==> config.mk <==
export PLATFORM = sky130hd
export DESIGN_NAME = pll_divbank
export DESIGN_NICKNAME = d
export VERILOG_FILES = /design/src/rtl/pll_divbank_pkg.sv /design/src/rtl/pll_divbank_ch.sv /design/src/rtl/pll_divbank.sv
export SDC_FILE = /design/constraint.sdc
export NUM_CORES = 1
export LEC_CHECK = 0
export ABC_AREA = 1
export CORE_MARGIN = 2
export CORE_UTILIZATION = 50
export CTS_BUF_LIST = sky130_fd_sc_hd__clkbuf_8
export CTS_CLUSTER_DIAMETER = 80
export DETAILED_ROUTE_END_ITERATION = 7
export HOLD_SLACK_MARGIN = 0.05
export PLACE_DENSITY = 0.76
export SLEW_MARGIN = 20
export SYNTH_ARGS = -nofsm -noshare
export SYNTH_HDL_FRONTEND = slang
export SYNTH_SLANG_ARGS = --single-unit
==> constraint.sdc <==
create_clock -name CLKI -period 5.7 [get_ports CLKI]
set_clock_uncertainty 0.1 [all_clocks]
set_input_delay 0.57 -clock CLKI [delete_from_list [all_inputs] [get_ports CLKI]]
set_output_delay 0.57 -clock CLKI [all_outputs]
set_load 0.1 [all_outputs]
==> src/rtl/pll_divbank_pkg.sv <==
// pll_divbank_pkg: shared types and constants for the PLL output divider bank
package pll_divbank_pkg;
  typedef enum logic [1:0] {IDLE, COUNT, LOCKED} lock_st_t;
  localparam int MIN_DIV = 2;
  localparam int CH_W = 3;
endpackage

==> src/rtl/pll_divbank_ch.sv <==
// pll_divbank_ch: one divider channel with clamped N/H, registered output and phase stepping
module pll_divbank_ch
  import pll_divbank_pkg::*;
#(
  parameter int DIV_W = 8
) (
  input  logic             CLKI,
  input  logic             RSTN,
  input  logic             en,
  input  logic             gate,
  input  logic [DIV_W-1:0] div,
  input  logic [DIV_W-1:0] high,
  input  logic             step,
  input  logic             lag,
  output logic             clko,
  output logic             ack
);
  logic [DIV_W-1:0] cnt, nc_q, hc_q, nc, hc;
  logic run, hold, wrap, lead;
  always_comb begin
    nc = (div < DIV_W'(MIN_DIV)) ? DIV_W'(MIN_DIV) : div;
    hc = (high == '0) ? DIV_W'(1) : (high >= nc) ? nc - DIV_W'(1) : high;
    wrap = run && (cnt == nc_q - DIV_W'(1));
    lead = wrap && step && !lag;
  end
  // new N/H are only loaded at start or wrap so a period is never cut short
  always_ff @(posedge CLKI) begin
    if (!RSTN || !en) begin
      cnt  <= '0;
      nc_q <= DIV_W'(MIN_DIV);
      hc_q <= DIV_W'(1);
      run  <= 1'b0;
      hold <= 1'b0;
      clko <= 1'b0;
      ack  <= 1'b0;
    end else if (!run || wrap) begin
      run  <= 1'b1;
      nc_q <= nc;
      hc_q <= hc;
      cnt  <= lead ? DIV_W'(1) : '0;
      hold <= wrap && step && lag;
      ack  <= wrap && step;
      clko <= gate && (lead ? (hc > DIV_W'(1)) : 1'b1);
    end else if (hold) begin
      hold <= 1'b0;
      ack  <= 1'b0;
      clko <= gate;
    end else begin
      cnt  <= cnt + DIV_W'(1);
      ack  <= 1'b0;
      clko <= gate && ((cnt + DIV_W'(1)) < hc_q);
    end
  end
endmodule

==> src/rtl/pll_divbank.sv <==
// pll_divbank: bank of aligned clock dividers with lock detect
// Dynamic phase adjust is built only when PLL_DIVBANK_DPA_EN is defined.
module pll_divbank
  import pll_divbank_pkg::*;
#(
  parameter int NUM_CH       = 4,
  parameter int DIV_W        = 8,
  parameter int LOCK_CYC     = 16,
  parameter int WAKE_ON_LOCK = 1
) (
  input  logic                    CLKI,
  input  logic                    RSTN,
  input  logic                    EN,
  input  logic [NUM_CH*DIV_W-1:0] DIV,
  input  logic [NUM_CH*DIV_W-1:0] HIGH,
  input  logic                    PH_REQ,
  input  logic [CH_W-1:0]         PH_CH,
  input  logic                    PH_LAG,
  output logic                    PH_ACK,
  output logic                    PH_BUSY,
  output logic [NUM_CH-1:0]       CLKO,
  output logic                    LOCK
);
  localparam int LW = $clog2(LOCK_CYC + 1);
  lock_st_t st, st_n;
  logic [LW-1:0] lcnt;
  logic [NUM_CH*DIV_W-1:0] div_q;
  logic div_chg, lock_n, gate;
  logic [NUM_CH-1:0] ch_ack;
  logic step_on, step_lag;
  logic [CH_W-1:0] step_ch;
  always_ff @(posedge CLKI) begin
    if (!RSTN) st <= IDLE;
    else st <= st_n;
  end
  always_comb begin
    div_chg = DIV != div_q;
    st_n = !EN ? IDLE :
           (st == IDLE || div_chg) ? COUNT :
           (st == COUNT && lcnt == LW'(LOCK_CYC - 1)) ? LOCKED : st;
  end
  always_comb begin
    LOCK = st == LOCKED;
    lock_n = st_n == LOCKED;
    gate = (WAKE_ON_LOCK == 0) || lock_n;
  end
  always_ff @(posedge CLKI) begin
    if (!RSTN) begin
      lcnt  <= '0;
      div_q <= '0;
    end else begin
      div_q <= DIV;
      lcnt  <= (st == COUNT && st_n == COUNT && !div_chg) ? lcnt + LW'(1) : '0;
    end
  end
`ifdef PLL_DIVBANK_DPA_EN
  logic busy;
  logic [CH_W-1:0] ph_ch_q;
  logic ph_lag_q;
  // a step stays pending until its channel wraps; the ACK cycle blocks re-application
  always_ff @(posedge CLKI) begin
    if (!RSTN || !EN) begin
      busy     <= 1'b0;
      ph_ch_q  <= '0;
      ph_lag_q <= 1'b0;
    end else if (busy) begin
      busy <= !PH_ACK;
    end else if (PH_REQ && {1'b0, PH_CH} < (CH_W + 1)'(NUM_CH)) begin
      busy     <= 1'b1;
      ph_ch_q  <= PH_CH;
      ph_lag_q <= PH_LAG;
    end
  end
  assign PH_ACK   = |ch_ack;
  assign PH_BUSY  = busy;
  assign step_on  = busy && !PH_ACK;
  assign step_ch  = ph_ch_q;
  assign step_lag = ph_lag_q;
`else
  logic unused_ph;
  assign unused_ph = ^{PH_REQ, PH_CH, PH_LAG, ch_ack};
  assign PH_ACK   = 1'b0;
  assign PH_BUSY  = 1'b0;
  assign step_on  = 1'b0;
  assign step_ch  = '0;
  assign step_lag = 1'b0;
`endif
  for (genvar c = 0; c < NUM_CH; c++) begin : g_ch
    pll_divbank_ch #(.DIV_W(DIV_W)) u_ch (
      .CLKI (CLKI),
      .RSTN (RSTN),
      .en   (EN),
      .gate (gate),
      .div  (DIV[c*DIV_W +: DIV_W]),
      .high (HIGH[c*DIV_W +: DIV_W]),
      .step (step_on && step_ch == CH_W'(c)),
      .lag  (step_lag),
      .clko (CLKO[c]),
      .ack  (ch_ack[c])
    );
  end
endmodule

Word-level counts from Yosys, hierarchy flattened
Index checks and enable logic that the tools add are counted.

word-level totals
  bits in registers = 143
  output and inout bits = 7
  logic and storage cells = 111

operators by class
  $add $sub $neg = 13
  magnitude comparators = 12
  eq/ne operators = 10
  muxes and demuxes = 19
  reduce and logical (&&, ||, !) cells = 34

operators with widths
  cell                   count
  $mux W8                12
  $sub A8 B1 Y8 const B  8
  $add A8 B1 Y8 const B  4
  $eq A8 B8 Y1           4
  $ge A8 B8 Y1           4
  $logic_not A8 Y1       4
  $lt A8 B2 Y1 const B   4
  $lt A8 B8 Y1           4
  $ne A32 B32 Y1         1
  $logic_and A1 B1 Y1    11
  $reduce_or A2 Y1       4
  $logic_not A1 Y1       7
  $logic_or A1 B1 Y1     6
  $mux W2                3
  $add A5 B1 Y5 const B  1
  $eq A5 B4 Y1 const B   1
  $eq A2 B1 Y1 const B   2
  $eq A2 B2 Y1 const B   2
  $mux W1                4
  $logic_not A2 Y1       1
  $reduce_and A2 Y1      1

Logic depth before layout (Yosys ltp)
Gate-level depths: netlist of run 1.

  word-level depth = 9
  gate-level depth with buffers = 21

Cells and area by module
A second synthesis of run 1 with hierarchy kept.

unflattened totals
  cell total of the unflattened synthesis = 1609
  area, all modules = 10780.3 um^2

by module, submodules not included
  module                             instances  cells each  area an instance (um^2)
  pll_divbank_ch (g_ch[0].u_ch ...)  3          324         2228.4
  pll_divbank_ch (g_ch[1].u_ch)      1          327         2223.4
  pll_divbank                        1          310         1871.8

Worst setup path after synthesis of run 1
No wires, ideal clock.

  path kind = input -> register
  from = in DIV[2]
  to = reg g_ch[0].u_ch.hc_q[7]
  setup time = 0.113 ns
  arrival = 2.481 ns
  setup slack = 3.006 ns
  cell stages on the path = 17
  cell sequence = buf_2 nor3_1 nand3_1 nand2_1 inv_1 ha_1 nand2_1 nand2_1 nand2_1 nand2_1 nand2_1 nand3_1 buf_2 o21ai_0 nor2_1 nand3_1 nand2_1

between the ends
  longest elaborated chain between the ends = 5
  elaborated cells between the ends (all ways) = 6
  those cells by class = add/sub: 1; order compare: 2; mux: 3

ends and longest elaborated chain
  element                                               RTL line              source
  start: declaration                                    pll_divbank.sv:14     input logic [NUM_CH*DIV_W-1:0] DIV,
  $lt A8 B2 Y1                                          pll_divbank_ch.sv:21  nc = (div < DIV_W'(MIN_DIV)) ? DIV_W'(MIN_DIV) : div;
  $mux W8 (*)                                           pll_divbank_ch.sv:21
  $sub A8 B1 Y8 / $ge A8 B8 Y1 (equally long branches)  pll_divbank_ch.sv:22  hc = (high == '0) ? DIV_W'(1) : (high >= nc) ? nc - DIV_W'(1) : high;
  $mux W8 (*) (2 in a row)                              pll_divbank_ch.sv:22
  end signal: assignment                                pll_divbank_ch.sv:31  hc_q <= DIV_W'(1);
  end signal: assignment                                pll_divbank_ch.sv:39  hc_q <= hc;
  end: declaration                                      pll_divbank_ch.sv:18  logic [DIV_W-1:0] cnt, nc_q, hc_q, nc, hc;

Every way passes the cells marked *; elsewhere a longest branch is shown, timed or not.
A chain may end at the register's enable or synchronous reset.

Worst setup path in the final report of run 1
Ends and elaborated chain as after synthesis.

==> metrics, run 1 <==
status finished clean; global route overflow 0; Top FF cell, synth dfxtp_1; Synth top area share 29.9%; placed insts 1723; largest net degree at the start of global routing 56; WL final 22200 µm; setup_tns 0 ns; WL/cell approximately 13 µm; Post-CTS Setup Bufs 0; async set-reset flop share out of synthesis 0%; initial antenna violation count 0; Crit path required time 5.95 ns; row count 50; total CTS buffers 17; vias in the first global route 8197; synth warn 0; post-DP HPWL 16800 µm; register area share after synthesis 29.9%; RSZ-0062 raised after global routing false; final setup violating endpoints 0; met3 usage 3.40%; CTS root buf clkbuf_8; Clock Sinks ~140; first-pass GRT wire length 37300 µm; worst setup path category in -> reg; initial core utilization 51.0%; Post-Syn Area 9570 µm²; commonest non-fill, non-tap cells in the layout nand2_1 (360), inv_1 (250), nor2_1 (169); Routed Antenna Nets 0; fin util a little under three fifths; worst setup margin 2.28 ns; die area 20300 µm²; max_cap viols 0; M2 GR Usage 37.6%; CP startpoint kind primary input; GR peak layer met2; CTS-repair resized insts 0; fin nets 1654; Least-Margin Pin Slew 0.978 ns; routed vias/inst 5.10; Area contributors post-synth dfxtp_1 (30%), nand2_1 (14%), inv_1 (9.8%); # hold bufs at CTS 0; H-tree levels 4; Chip Width 142 µm; core box area ~19000 µm²; Max VDD drop 141 µV; worst r2r path cells 13; Crit. End Element register; area delta synth->final 12.3%; Tmin final about 3.4 ns; Pwr per Cell Area 219 nW/µm²; f_max ~0.29 GHz; # fillers approximately 1.8k; Die H around 140 µm; Clock Pin Slew Worst Setup and Hold Paths 0.08 ns; Final Non-Filler Cells 1755; P_leak 5.54 nW; share of cells above drive strength 1 3.81%; Syn Area/Cell approximately 6.6 µm²; crit path max fanout 11; CTS tree done; Post-synth EDFFs 0; GRT Resource Usage Total between 20% and 30%; area leader, netlist dfxtp_1; Starting DRT DRC Count 546; multi-input logic area 5510 µm²; critical path data arrival time 3.67 ns; Hold Fails Final Rpt 0; fin. max-slew vios 0; fin crit share 60.0%; most common cell after layout, fill and taps aside nand2_1; #FFs+latches synth 143; Final GP Congestion between 0.9 and 1; ant diodes 0; total number of vias roughly 8.9k; Port Buffers 71; FF/Latch Area 2860 µm²; # DRC 0; pre-CTS WS 1.93 ns; Clock Path Buffers 2; Netlist cell types 41; hold depth 2; IO Count 79; Clock Latency Late Sink about 0.46 ns; cells after synthesis 1458; M1 GR Usage 29.7%; worst hold path type reg -> reg; Pre-antenna DRT Iters 5; Slew HR 34.7%
worst max-delay path, cell delays in order:
cell and delay [ns]:
clkdlybuf4s50_1 0.63, nor3_1 0.50, nand3_1 0.22, nand2_1 0.15
inv_1 0.07, ha_1 0.30, nand2_1 0.07, nand2_1 0.05
nand2_1 0.05, nand2_1 0.05, nand2_1 0.15, nand3_1 0.31
o21ai_0 0.31, nor2_1 0.09, nand3_1 0.08, nand2_1 0.06
power breakdown:
group          internal, mW  total [mW]  switching (mW)
combinational         0.177       0.443           0.266
sequential             1.04        1.07          0.0327
clock                 0.431       0.838           0.407
total                  1.65        2.35           0.706
per-layer routing:
metal | routed length (µm) | up-vias
li1 | - | 4707
met1 | 10500 | 4011
met2 | 10200 | 196
met3 | 1050 | 34
met4 | 399 | 0
met5 | 0 | -
sequential cells by signal, summed over array words and instances, names as in the netlist:
name / count
g_ch.u_ch.hc_q: 32
lcnt: 5
g_ch.u_ch.cnt: 32
g_ch.u_ch.run: 4
div_q: 32
st: 2
g_ch.u_ch.clko: 4
g_ch.u_ch.nc_q: 32
Yosys cell counts, types with 2 or more instances:
cell type,number
xnor2_1,35
nor4_1,4
nor3_1,9
o21ai_1,4
nor2_1,169
nand3_2,5
nand2_4,2
buf_1,5
a21o_1,2
o211ai_1,3
buf_6,2
buf_4,12
nand3_1,133
clkbuf_1,9
dfxtp_1,143
nand2_1,360
o21ai_0,29
nand2_2,3
inv_1,249
o21a_1,2
inv_2,2
ha_1,74
nand4_1,77
buf_2,15
nor2_2,8
or2_1,2
xor2_1,41
a21oi_1,41
nand3b_1,6
area by class of cell:
class,count,area share [%]
multi-input combinational,1020,51.3
sequential,143,26.6
inverter,252,8.80
timing repair buffer,74,6.82
tap,234,2.72
clock buffer,17,2.18
clock inverter,15,1.59
stage by stage:
stage	instance area (µm²)	total power [mW]	hold WS, ns
2_1_floorplan	9570	1.40	0.319
3_5_place_dp	10300	1.53	0.335
5_1_grt	10700	2.47	0.367
4_1_cts	10700	2.36	0.353
3_3_place_gp	10300	1.52	0.332
6_report	10700	2.35	0.350
path summary, 6_finish.rpt:
check | to | slack, ns | from
setup / recovery | g_ch[0].u_ch.hc_q[7] | 2.28 | DIV[2]
hold / removal | g_ch[2].u_ch.hc_q[4] | 0.35 | g_ch[2].u_ch.hc_q[4]
setup reg to reg | g_ch[1].u_ch.nc_q[0] | 3.16 | g_ch[1].u_ch.nc_q[0]
hold reg to reg | g_ch[2].u_ch.hc_q[4] | 0.35 | g_ch[2].u_ch.hc_q[4]
cell families (layout without fill, tap and decap cells):
group / Yosys count / count (layout) / synth area share, %
XOR/XNOR: 76 / 76 / 6.96
buffers and inverters: 296 / 358 / 12.6
adder cells (fa/ha/maj): 74 / 74 / 9.68
other: 1 / 2 / 0.0392
AND/OR/NAND/NOR: 784 / 784 / 36.2
flip-flops: 143 / 143 / 29.9
AO/OA/AOI/OAI: 84 / 84 / 4.65
Note: power is estimated with default switching activity, not from simulation.
==> inputs of run 2 (changes only) <==
PLACE_DENSITY = 0.79   (was 0.76)
clock period = 3 ns   (was 5.7 ns; I/O delays follow)
==> run 2 against run 1 <==
Net effect:
- sequential share of layout area fell by 0.64 points
- via count up 2.6%
- critical path depth did not move
- global-route usage rose by 0.26 points
- count of clock-buffer cells in the layout rose by 2
- utilization grew 1.4 points
- clock power is 73% higher
- final area rose by 2.5%
- flip-flop and latch count is the same
- cell count increased by 2.2%
- first-iteration DRC count up 7.9%
- setup slack got worse by 1.8 ns
- largest cell class unchanged
==> metrics, run 2 (synthesis gave the netlist of run 1 again) <==
Internal Pwr Total 3.10 mW (+88%); commonest non-fill, non-tap cells in the layout nand2_1 (360), inv_1 (252), nor2_1 (169); initial core utilization 51.0% (unchanged); global route overflow 0 (unchanged); Crit path required time 3.30 ns (-2.65 ns); IO Count 79 (unchanged); placed cell area 10700 µm² (+3.0%); Die H 142 µm (unchanged); Pwr per Cell Area 397 nW/µm² (+81%); RSZ-0062 raised after global routing false; Pre-antenna DRT Iters 5 (unchanged); most common cell after layout, fill and taps aside nand2_1; Slew HR 46.0% (+11 points); Net Sw Frac 29.1% (-0.91 points); WL/cell 12.6 µm (-0.56%); max_cap viols 0 (unchanged); fin nets 1695 (+2.5%); Final Cell Area 11000 µm² (+2.5%); Post-CTS Setup Bufs 0 (unchanged); # DRC 0 (unchanged); first-pass GRT wire length 37600 µm (+0.80%); row count 50 (unchanged); worst setup margin 0.482 ns (-1.80 ns); pre-CTS WS 0.0537 ns (-1.87 ns); CTS root buf clkbuf_8; P_leak 5.74 nW (+3.6%); Final GP Congestion 0.920 (+0.76%); Chip Width 142 µm (unchanged); Comb power frac 20.5% (+1.7 points); critical path data arrival time 2.81 ns (-0.86 ns); setup_tns 0 ns (unchanged); Hold Fails Final Rpt 0 (unchanged); ant diodes 0 (unchanged); Seq pwr share 46.4% (+0.9 points); Routed Antenna Nets 0 (unchanged); total CTS buffers 17 (unchanged); CTS-repair resized insts 0 (unchanged); total number of vias 9181 (+2.6%); worst hold path type reg -> reg; WL final 22500 µm (+1.6%); placed insts 1764 (+2.4%); post-DP HPWL 17800 µm (+5.5%); share of cells above drive strength 1 6.35% (+2.5 points); worst setup path category in -> reg; initial antenna violation count 0 (unchanged); routed vias/inst 5.12 (+0.43%); H-tree levels 4 (unchanged); vias in the first global route 8348 (+1.8%); Clock Sinks 143 (unchanged); Psw 1.27 mW (+80%); Least-Margin Pin Slew 0.809 ns (-0.170 ns); status finished clean; Tmin final 2.52 ns; core box area 18800 µm² (unchanged); CP startpoint kind primary input; CTS tree done; GRT Resource Usage Total 22.8% (+0.26 points); crit path max fanout 12 (+1); # hold bufs at CTS 0 (unchanged); Clock Pin Slew Worst Setup and Hold Paths 0.07 ns (about the same); fin crit share 83.9%; Final Non-Filler Cells 1793 (+2.2%); Clock Latency Late Sink 0.46 ns (about the same); largest net degree at the start of global routing 34 (-39%); Port Buffers 71 (unchanged); Clock Path Buffers 2 (unchanged); fin. max-slew vios 0 (unchanged); area delta synth->final 15.1%; Starting DRT DRC Count 589 (+7.9%); Max VDD drop 287 µV (+100%); die area 20300 µm² (unchanged); Crit. End Element register; f_max around 0.4 GHz; Clk pwr share 33.1% (-2.5 points); final setup violating endpoints 0 (unchanged)
-- run 2: per-layer routing --
layer / share of wire [%] / up-vias / wire, µm / track usage (%)
met5: 0 / - / 0 / 0
met4: 2.0 / 0 / 439 / 7.35
met3: 4.9 / 38 / 1100 / 3.40
met2: 47 / 217 / 10700 / 38.3
met1: 46 / 4148 / 10300 / 30.1
li1: - / 4778 / - / -
-- run 2: power by group through the flow --
stage                     Clock, mW  Sequential [mW]  Combinational [mW]
after floorplan                   0             2.05               0.607
after global placement            0             2.07               0.869
after detailed placement          0             2.07               0.889
after CTS                      1.47             2.03               0.895
after global routing           1.55             2.04                1.02
final                          1.45             2.03               0.894
-- run 2: stage by stage --
stage                     hold WS, ns  total power, mW  util [%]
after floorplan                 0.293             2.66         -
after global placement          0.333             2.94      56.8
after detailed placement        0.338             2.96      56.8
after CTS                       0.354             4.39      58.7
after global routing            0.382             4.61      58.7
final                           0.353             4.37      58.7
-- run 2: worst max-delay path: stages --
cell             delay, ns
clkdlybuf4s50_1       0.46
nor3_1                0.28
nand2_1               0.15
inv_1                 0.09
nor2_1                0.06
ha_1                  0.29
inv_1                 0.04
o21bai_1              0.11
nand2_1               0.06
nand2_1               0.05
nand2_1               0.10
nand3_1               0.32
nand2_1               0.08
a21boi_0              0.24
nand3_1               0.10
nand2_1               0.06
-- run 2: final cells by class --
type                    count  area (µm²)
multi-input cells        1020        5510
fillers                  1756        7750
inverters                 252         946
clock inverters            10         101
flip-flops and latches    143        2860
clock buffers              19         262
well taps                 234         293
repair buffers            115        1040
-- run 2: path summary, 6_finish.rpt --
kind	startpoint	to	slack (ns)	cells past startpoint
worst max-delay path	DIV[27]	g_ch[3].u_ch.hc_q[6]	0.48	16
worst min-delay path	g_ch[2].u_ch.hc_q[6]	g_ch[2].u_ch.hc_q[6]	0.35	2
worst max register to register	g_ch[1].u_ch.nc_q[0]	g_ch[1].u_ch.nc_q[1]	0.62	13
worst min register to register	g_ch[2].u_ch.hc_q[6]	g_ch[2].u_ch.hc_q[6]	0.35	2
